`config.mk`:
```
export PLATFORM = sky130hd
export DESIGN_NAME = rtc_read_sequencer
export DESIGN_NICKNAME = d
export VERILOG_FILES = /design/src/rtl/rtc_pkg.sv /design/src/rtl/rtc_read_sequencer_bus_cycle.sv /design/src/rtl/rtc_read_sequencer.sv
export SDC_FILE = /design/constraint.sdc
export NUM_CORES = 1
export LEC_CHECK = 0
export CORE_AREA = 2 2 138 140
export DETAILED_ROUTE_END_ITERATION = 7
export DIE_AREA = 0 0 140 142
export DONT_BUFFER_PORTS = 1
export SETUP_SLACK_MARGIN = 0.3
export SYNTH_ARGS = -nofsm -noshare
export SYNTH_HDL_FRONTEND = slang
export SYNTH_SLANG_ARGS = --single-unit
```
`constraint.sdc`:
```
create_clock -name CLK -period 2.7 [get_ports CLK]
set_input_delay 0.405 -clock CLK [delete_from_list [all_inputs] [get_ports CLK]]
set_output_delay 0.405 -clock CLK [all_outputs]
set_load 0.01 [all_outputs]
```
`src/rtl/rtc_pkg.sv`:
```
// rtl/rtc_pkg.sv - RTC register map, sweep address table and FSM encoding
package rtc_pkg;

  localparam logic [7:0] ADDR_SEG   = 8'h21;
  localparam logic [7:0] ADDR_MIN   = 8'h22;
  localparam logic [7:0] ADDR_HORA  = 8'h23;
  localparam logic [7:0] ADDR_DIA   = 8'h24;
  localparam logic [7:0] ADDR_MES   = 8'h25;
  localparam logic [7:0] ADDR_ANO   = 8'h26;
  localparam logic [7:0] ADDR_SEGT  = 8'h41;
  localparam logic [7:0] ADDR_MINT  = 8'h42;
  localparam logic [7:0] ADDR_HORAT = 8'h43;

  localparam int         NUM_REGS   = 9;
  localparam logic [3:0] LAST_INDEX = 4'd8;

  // Strips the 12/24 and AM/PM flag bits from the hour registers.
  localparam logic [7:0] HOUR_MASK  = 8'h3F;

  typedef enum logic [2:0] {
    IDLE,
    ADDR,
    ADDR_HOLD,
    DATA,
    RECOVER,
    GRANT
  } state_t;

  function automatic logic [7:0] sweep_addr(input logic [3:0] index);
    logic [7:0] a;
    case (index)
      4'd0:    a = ADDR_SEG;
      4'd1:    a = ADDR_MIN;
      4'd2:    a = ADDR_HORA;
      4'd3:    a = ADDR_DIA;
      4'd4:    a = ADDR_MES;
      4'd5:    a = ADDR_ANO;
      4'd6:    a = ADDR_SEGT;
      4'd7:    a = ADDR_MINT;
      4'd8:    a = ADDR_HORAT;
      default: a = ADDR_SEG;
    endcase
    return a;
  endfunction

endpackage

```
`src/rtl/rtc_read_sequencer_bus_cycle.sv`:
```
// rtl/rtc_read_sequencer_bus_cycle.sv - one RTC read transaction: address write, data read, recovery
module rtc_bus_cycle
  import rtc_pkg::*;
#(
  parameter logic [7:0] T_PULSE = 8'd4,
  parameter logic [7:0] T_GAP   = 8'd4
) (
  input  logic       clk,
  input  logic       rst_n,
  input  logic       go,
  input  logic [7:0] addr,
  input  logic [7:0] ad_in,
  output logic       done,
  output logic [7:0] data,
  output logic       cs_n,
  output logic       rd_n,
  output logic       wr_n,
  output logic       ad_n,
  output logic [7:0] ad_out,
  output logic       ad_oe
);

  state_t     phase, next_phase;
  logic [7:0] cnt, next_cnt;
  logic [7:0] addr_q, next_addr;
  logic [7:0] next_data;

  always_ff @(posedge clk or negedge rst_n) begin
    if (!rst_n) begin
      phase  <= IDLE;
      cnt    <= 8'd0;
      addr_q <= 8'd0;
      data   <= 8'd0;
    end else begin
      phase  <= next_phase;
      cnt    <= next_cnt;
      addr_q <= next_addr;
      data   <= next_data;
    end
  end

  // go may arrive on the final RECOVER cycle so transactions chain without a gap.
  always_comb begin
    next_phase = phase;
    next_cnt   = cnt;
    next_addr  = addr_q;
    next_data  = data;
    if (go) begin
      next_phase = ADDR;
      next_cnt   = T_PULSE - 8'd1;
      next_addr  = addr;
    end else begin
      case (phase)
        ADDR: begin
          if (cnt == 8'd0) begin
            next_phase = ADDR_HOLD;
            next_cnt   = T_GAP - 8'd1;
          end else begin
            next_cnt = cnt - 8'd1;
          end
        end
        ADDR_HOLD: begin
          if (cnt == 8'd0) begin
            next_phase = DATA;
            next_cnt   = T_PULSE - 8'd1;
          end else begin
            next_cnt = cnt - 8'd1;
          end
        end
        DATA: begin
          if (cnt == 8'd0) begin
            next_data  = ad_in;
            next_phase = RECOVER;
            next_cnt   = T_GAP - 8'd1;
          end else begin
            next_cnt = cnt - 8'd1;
          end
        end
        RECOVER: begin
          if (cnt == 8'd0) begin
            next_phase = IDLE;
          end else begin
            next_cnt = cnt - 8'd1;
          end
        end
        default: next_phase = IDLE;
      endcase
    end
  end

  assign done   = (phase == RECOVER) && (cnt == 8'd0);
  assign cs_n   = !((phase == ADDR) || (phase == ADDR_HOLD) || (phase == DATA));
  assign wr_n   = !(phase == ADDR);
  assign rd_n   = !(phase == DATA);
  assign ad_n   = !((phase == ADDR) || (phase == ADDR_HOLD));
  assign ad_oe  = (phase == ADDR) || (phase == ADDR_HOLD);
  assign ad_out = ad_oe ? addr_q : 8'd0;

endmodule

```
`src/rtl/rtc_read_sequencer.sv`:
```
// rtl/rtc_read_sequencer.sv - periodic RTC register sweep with bus hand-off and atomic commit
module rtc_read_sequencer
  import rtc_pkg::*;
#(
  parameter logic [23:0] REFRESH_CYC = 24'd2_500_000,
  parameter logic [7:0]  T_PULSE     = 8'd4,
  parameter logic [7:0]  T_GAP       = 8'd4
) (
  input  logic       CLK,
  input  logic       RST,
  input  logic       START,
  input  logic       BUS_REQ,
  output logic       BUS_GNT,
  output logic       CS_N,
  output logic       RD_N,
  output logic       WR_N,
  output logic       AD_N,
  output logic [7:0] AD_OUT,
  output logic       AD_OE,
  input  logic [7:0] AD_IN,
  output logic [7:0] SEGUNDO_T,
  output logic [7:0] MINUTO_T,
  output logic [7:0] HORA_T,
  output logic [7:0] DIA_T,
  output logic [7:0] MES_T,
  output logic [7:0] ANO_T,
  output logic [7:0] SEGUNDOT_T,
  output logic [7:0] MINUTOT_T,
  output logic [7:0] HORAT_T,
  output logic       SWEEP_DONE
);

  // Here ADDR stands for "a transaction is in flight in the bus engine".
  state_t      state, next_state;
  logic [23:0] refresh_cnt;
  logic        refresh_wrap;
  logic        pending;
  logic        in_sweep;
  logic [3:0]  index;
  logic [7:0]  shadow [NUM_REGS];

  logic        go;
  logic [7:0]  go_addr;
  logic        start_sweep;
  logic        advance;
  logic        commit;
  logic        eng_done;
  logic [7:0]  eng_data;

  rtc_bus_cycle #(
    .T_PULSE (T_PULSE),
    .T_GAP   (T_GAP)
  ) u_bus_cycle (
    .clk    (CLK),
    .rst_n  (RST),
    .go     (go),
    .addr   (go_addr),
    .ad_in  (AD_IN),
    .done   (eng_done),
    .data   (eng_data),
    .cs_n   (CS_N),
    .rd_n   (RD_N),
    .wr_n   (WR_N),
    .ad_n   (AD_N),
    .ad_out (AD_OUT),
    .ad_oe  (AD_OE)
  );

  assign refresh_wrap = (refresh_cnt == REFRESH_CYC - 24'd1);
  assign BUS_GNT      = (state == GRANT);

  always_ff @(posedge CLK or negedge RST) begin
    if (!RST) begin
      refresh_cnt <= 24'd0;
      pending     <= 1'b0;
    end else begin
      refresh_cnt <= refresh_wrap ? 24'd0 : refresh_cnt + 24'd1;
      if (START || refresh_wrap) begin
        pending <= 1'b1;
      end else if (start_sweep) begin
        pending <= 1'b0;
      end
    end
  end

  always_ff @(posedge CLK or negedge RST) begin
    if (!RST) begin
      state <= IDLE;
    end else begin
      state <= next_state;
    end
  end

  always_comb begin
    next_state  = state;
    go          = 1'b0;
    go_addr     = sweep_addr(index);
    start_sweep = 1'b0;
    advance     = 1'b0;
    commit      = 1'b0;
    case (state)
      IDLE: begin
        if (BUS_REQ) begin
          next_state = GRANT;
        end else if (pending) begin
          go          = 1'b1;
          go_addr     = sweep_addr(4'd0);
          start_sweep = 1'b1;
          next_state  = ADDR;
        end
      end
      ADDR: begin
        if (eng_done) begin
          if (index == LAST_INDEX) begin
            commit     = 1'b1;
            next_state = IDLE;
          end else begin
            advance = 1'b1;
            if (BUS_REQ) begin
              next_state = GRANT;
            end else begin
              go      = 1'b1;
              go_addr = sweep_addr(index + 4'd1);
            end
          end
        end
      end
      GRANT: begin
        if (!BUS_REQ) begin
          if (in_sweep) begin
            go         = 1'b1;
            next_state = ADDR;
          end else begin
            next_state = IDLE;
          end
        end
      end
      default: next_state = IDLE;
    endcase
  end

  // The last register comes straight from the engine so all nine commit on one edge.
  always_ff @(posedge CLK or negedge RST) begin
    if (!RST) begin
      index      <= 4'd0;
      in_sweep   <= 1'b0;
      SWEEP_DONE <= 1'b0;
      SEGUNDO_T  <= 8'h00;
      MINUTO_T   <= 8'h00;
      HORA_T     <= 8'h00;
      DIA_T      <= 8'h00;
      MES_T      <= 8'h00;
      ANO_T      <= 8'h00;
      SEGUNDOT_T <= 8'h00;
      MINUTOT_T  <= 8'h00;
      HORAT_T    <= 8'h00;
      for (int i = 0; i < NUM_REGS; i++) begin
        shadow[i] <= 8'h00;
      end
    end else begin
      SWEEP_DONE <= commit;
      if (start_sweep) begin
        index    <= 4'd0;
        in_sweep <= 1'b1;
      end else if (advance) begin
        index <= index + 4'd1;
      end
      if (state == ADDR && eng_done) begin
        shadow[index] <= eng_data;
      end
      if (commit) begin
        in_sweep   <= 1'b0;
        SEGUNDO_T  <= shadow[0];
        MINUTO_T   <= shadow[1];
        HORA_T     <= shadow[2] & HOUR_MASK;
        DIA_T      <= shadow[3];
        MES_T      <= shadow[4];
        ANO_T      <= shadow[5];
        SEGUNDOT_T <= shadow[6];
        MINUTOT_T  <= shadow[7];
        HORAT_T    <= eng_data & HOUR_MASK;
      end
    end
  end

endmodule

```
==> flow_summary.ini <==
[critical_path]
r2r_end = SEGUNDO_T[1]$_DFFE_PN0P_
slowest_stage = or3_4
slowest_delay_ns = 0.42
end_kind = register
r2r_slack_ns = 0.27
crit_path_cell_trace = inv_2, ha_4, or3b_4, or3_4, nor3_4, buf_12, clkbuf_16, mux2_2
required_ns = 3.02
crit_buf_inv = 3
critPathTopFamily = simple AND/OR/NAND/NOR gates
crit_arrival_ns = 2.75
path_class = reg -> reg
worst_r2r_path_depth = 8
r2r-start = u_bus_cycle.cnt[0]$_DFFE_PN0P_
start_kind = register
crit_path_max_fanout = 8

[pwr]
p_per_area_nw_per_um2 = 655
vdd_drop_max_mv = 0.447
p_leak_nw = 4.61

[routing]
drc = 6
final_antenna_net_count = 0
via_per_inst = 5.47
wl_per_cell_um = 20.4
drt_iter0_markers = 283
vias = 4933
wirelength_mm = 18.4
dr.pass1.iters = 7

[die]
die-area_um2 = 19900
ioPinCount = 99
coreArea_um2 = 18500
die_h_um = 142
die_w_um = 140
rows = 50
start_util = 0.440

[clock_network]
cts_buffers = 17
cts-root-buf = clkbuf_16
clkSinkCount = 187
htree_levels = 4
insertion_delay_ns = 0.43
cts_tree = done
clockBufferDepth = 2
clk_pin_slew_worst_paths_ns = 0.07

[synthesis]
netlist_instances = 617
synth_area_leaders = dfrtp_1 58%, mux2_2 19%, nor2_1 2.0%
synth-edff-count = 0
async_flop_share = 1.00
synthFlopType = dfrtp_1
synth_seq_cells = 187
ys.warnings.count = 0
synth_cell_types = 58
synth_top_cell_by_area = dfrtp_1
ys_seq_area_frac = 0.576
synth_top_area_frac = 0.576
netlist_area_um2 = 8130
yosysMostFrequentCell = dfrtp_1
synth_commonest_cells = 187 x dfrtp_1, 135 x mux2_2, 43 x nor2_1
syn_avg_cell_area_um2 = 13.2

[sta]
fin_setup_tns_ns = 0
maxSlewHeadroom = 0.577
fmax_mhz = 411
worst_slew_pin_slew_ns = 0.630
final-setup-viol-count = 0
finalClockSkew_ns = 0.0113
holdWs_ns = -0.337
final-max-slew-violation-count = 0
rsz0062_at_grt = yes
timing.final.crit_share = 0.901
finalCriticalPeriod_ns = 2.43
hold_viol = 187

[cells_and_area]
fill_cells = 1562
n_antenna_cell = 0
nets = 677
drive_gt1_frac = 0.367
area_growth_pct = 19.8

[global_routing]
grt_use_total = 0.183
grt_pass1_vias = 5086
grt_overflow_total = 0
grt_pass1_wl_mm = 28.3
grt_max_degree = 188
antenna_found_initial = 0

[placement]
port-buffer-count = 0
hpwl_mm = 11.2
gp_congestion = 0.822

[hold_path]
hold_path.class = in -> async

[outcome]
violations = design-rule violations, negative hold slack
status = finished with violations

[job]
drv_cap = 0
[per-layer routing]
metal  track usage  vias to the layer above  wire (um)
li1              -                     2248          -
met1         0.242                     2553       8550
met2         0.296                      119       8800
met3        0.0518                       13        866
met4        0.0548                        0        141
met5             0                        -          0
[final cells by class]
class	count	area, um2	share of cell area
Sequential cell	187	4680	0.480
Multi-Input combinational cell	391	3530	0.362
Timing Repair Buffer	46	604	0.0621
Clock buffer	18	439	0.0451
Tap cell	234	293	0.0301
Clock inverter	14	149	0.0153
Inverter	12	45.0	0.00462
[cell usage in the layout, fill, tap and decap left out, drive strengths merged, types with 2 or more instances in the layout]
master    count
nor3b         4
o22a          2
and4          4
nand2        22
mux2        140
and3          4
or4           2
nand4         9
nand2b        2
nor4          8
o21ai        15
nor4b         2
a21oi        17
nor2b         4
conb          7
and2          6
clkbuf       24
clkinv        6
clkinvlp      2
ha           10
mux2i         4
a21o          2
or3           6
nor2         43
buf          40
or3b          4
xnor2        14
xor2         12
nand3        16
a31oi         4
nand3b        3
nor3         11
inv          18
dfrtp       187
[logic make-up after synthesis]
kind of cell	share of synthesized area
multiplexers	0.199
adder cells (fa/ha/maj)	0.0154
AO/OA/AOI/OAI	0.0382
buffers and inverters	0.0326
AND/OR/NAND/NOR	0.111
flip-flops	0.576
other	0.000461
XOR/XNOR	0.0280
[worst reg2reg max path, cell delays in order (launching register included)]
cell	delay (ns)
dfrtp_1	0.39
inv_2	0.09
ha_4	0.13
or3b_4	0.37
or3_4	0.42
nor3_4	0.21
buf_12	0.20
clkbuf_16	0.18
mux2_2	0.33
[per-stage QoR]
| stage | setup slack, ns | total power, mW | util | cells | cell area (um2) |
|---|---|---|---|---|---|
| 2_1_floorplan | 0.180 | 3.63 | - | 623 | 8180 |
| 3_3_place_gp | 0.145 | 3.86 | 0.460 | 850 | 8490 |
| 3_5_place_dp | 0.109 | 3.89 | 0.460 | 850 | 8490 |
| 4_1_cts | 0.250 | 6.37 | 0.501 | 889 | 9250 |
| 5_1_grt | 0.222 | 6.65 | 0.528 | 902 | 9740 |
| 6_report | 0.268 | 6.38 | 0.528 | 902 | 9740 |
[sequential cells by signal, summed over array words and instances, names as in the netlist, 2 cells and up]
signal and flops:
shadow 62, refresh_cnt 24, ANO_T 8, DIA_T 8, MES_T 8, MINUTOT_T 8
MINUTO_T 8, SEGUNDOT_T 8, SEGUNDO_T 8, u_bus_cycle.cnt 8, u_bus_cycle.data 8, HORAT_T 6
HORA_T 6, u_bus_cycle.addr_q 5, index 4, u_bus_cycle.phase 3, state 2
[where the power goes]
group | internal [mW] | total (mW) | switching [mW]
Sequential | 2.93 | 3.18 | 0.255
Clock | 1.26 | 2.45 | 1.19
Combinational | 0.337 | 0.743 | 0.407
Total | 4.52 | 6.38 | 1.85
[worst max-delay path by stage]
stage | slack [ns] | start | end | depth (start not counted)
after floorplan | 0.18 | u_bus_cycle.cnt[6]$_DFFE_PN0P_ | ANO_T[0]$_DFFE_PN0P_ | 7
after global placement | 0.15 | u_bus_cycle.cnt[0]$_DFFE_PN0P_ | HORA_T[1]$_DFFE_PN0P_ | 7
after detailed placement | 0.11 | u_bus_cycle.cnt[0]$_DFFE_PN0P_ | shadow[56]$_DFFE_PN0P_ | 8
after CTS | 0.25 | u_bus_cycle.cnt[0]$_DFFE_PN0P_ | HORA_T[2]$_DFFE_PN0P_ | 8
after global routing | 0.22 | u_bus_cycle.cnt[1]$_DFFE_PN0P_ | DIA_T[3]$_DFFE_PN0P_ | 8
final | 0.27 | u_bus_cycle.cnt[0]$_DFFE_PN0P_ | SEGUNDO_T[1]$_DFFE_PN0P_ | 8
[timing repair]
| action | CTS | global route |
|---|---|---|
| gates resized for setup | 16 | 72 |
| gates cloned | 3 | 7 |
| setup endpoints to repair | 120 | 148 |
| endpoints found under the hold margin | 187 | 187 |
| buffers inserted | 4 | 6 |
| pin swaps | 2 | 7 |
(Power assumes the default switching activity.)
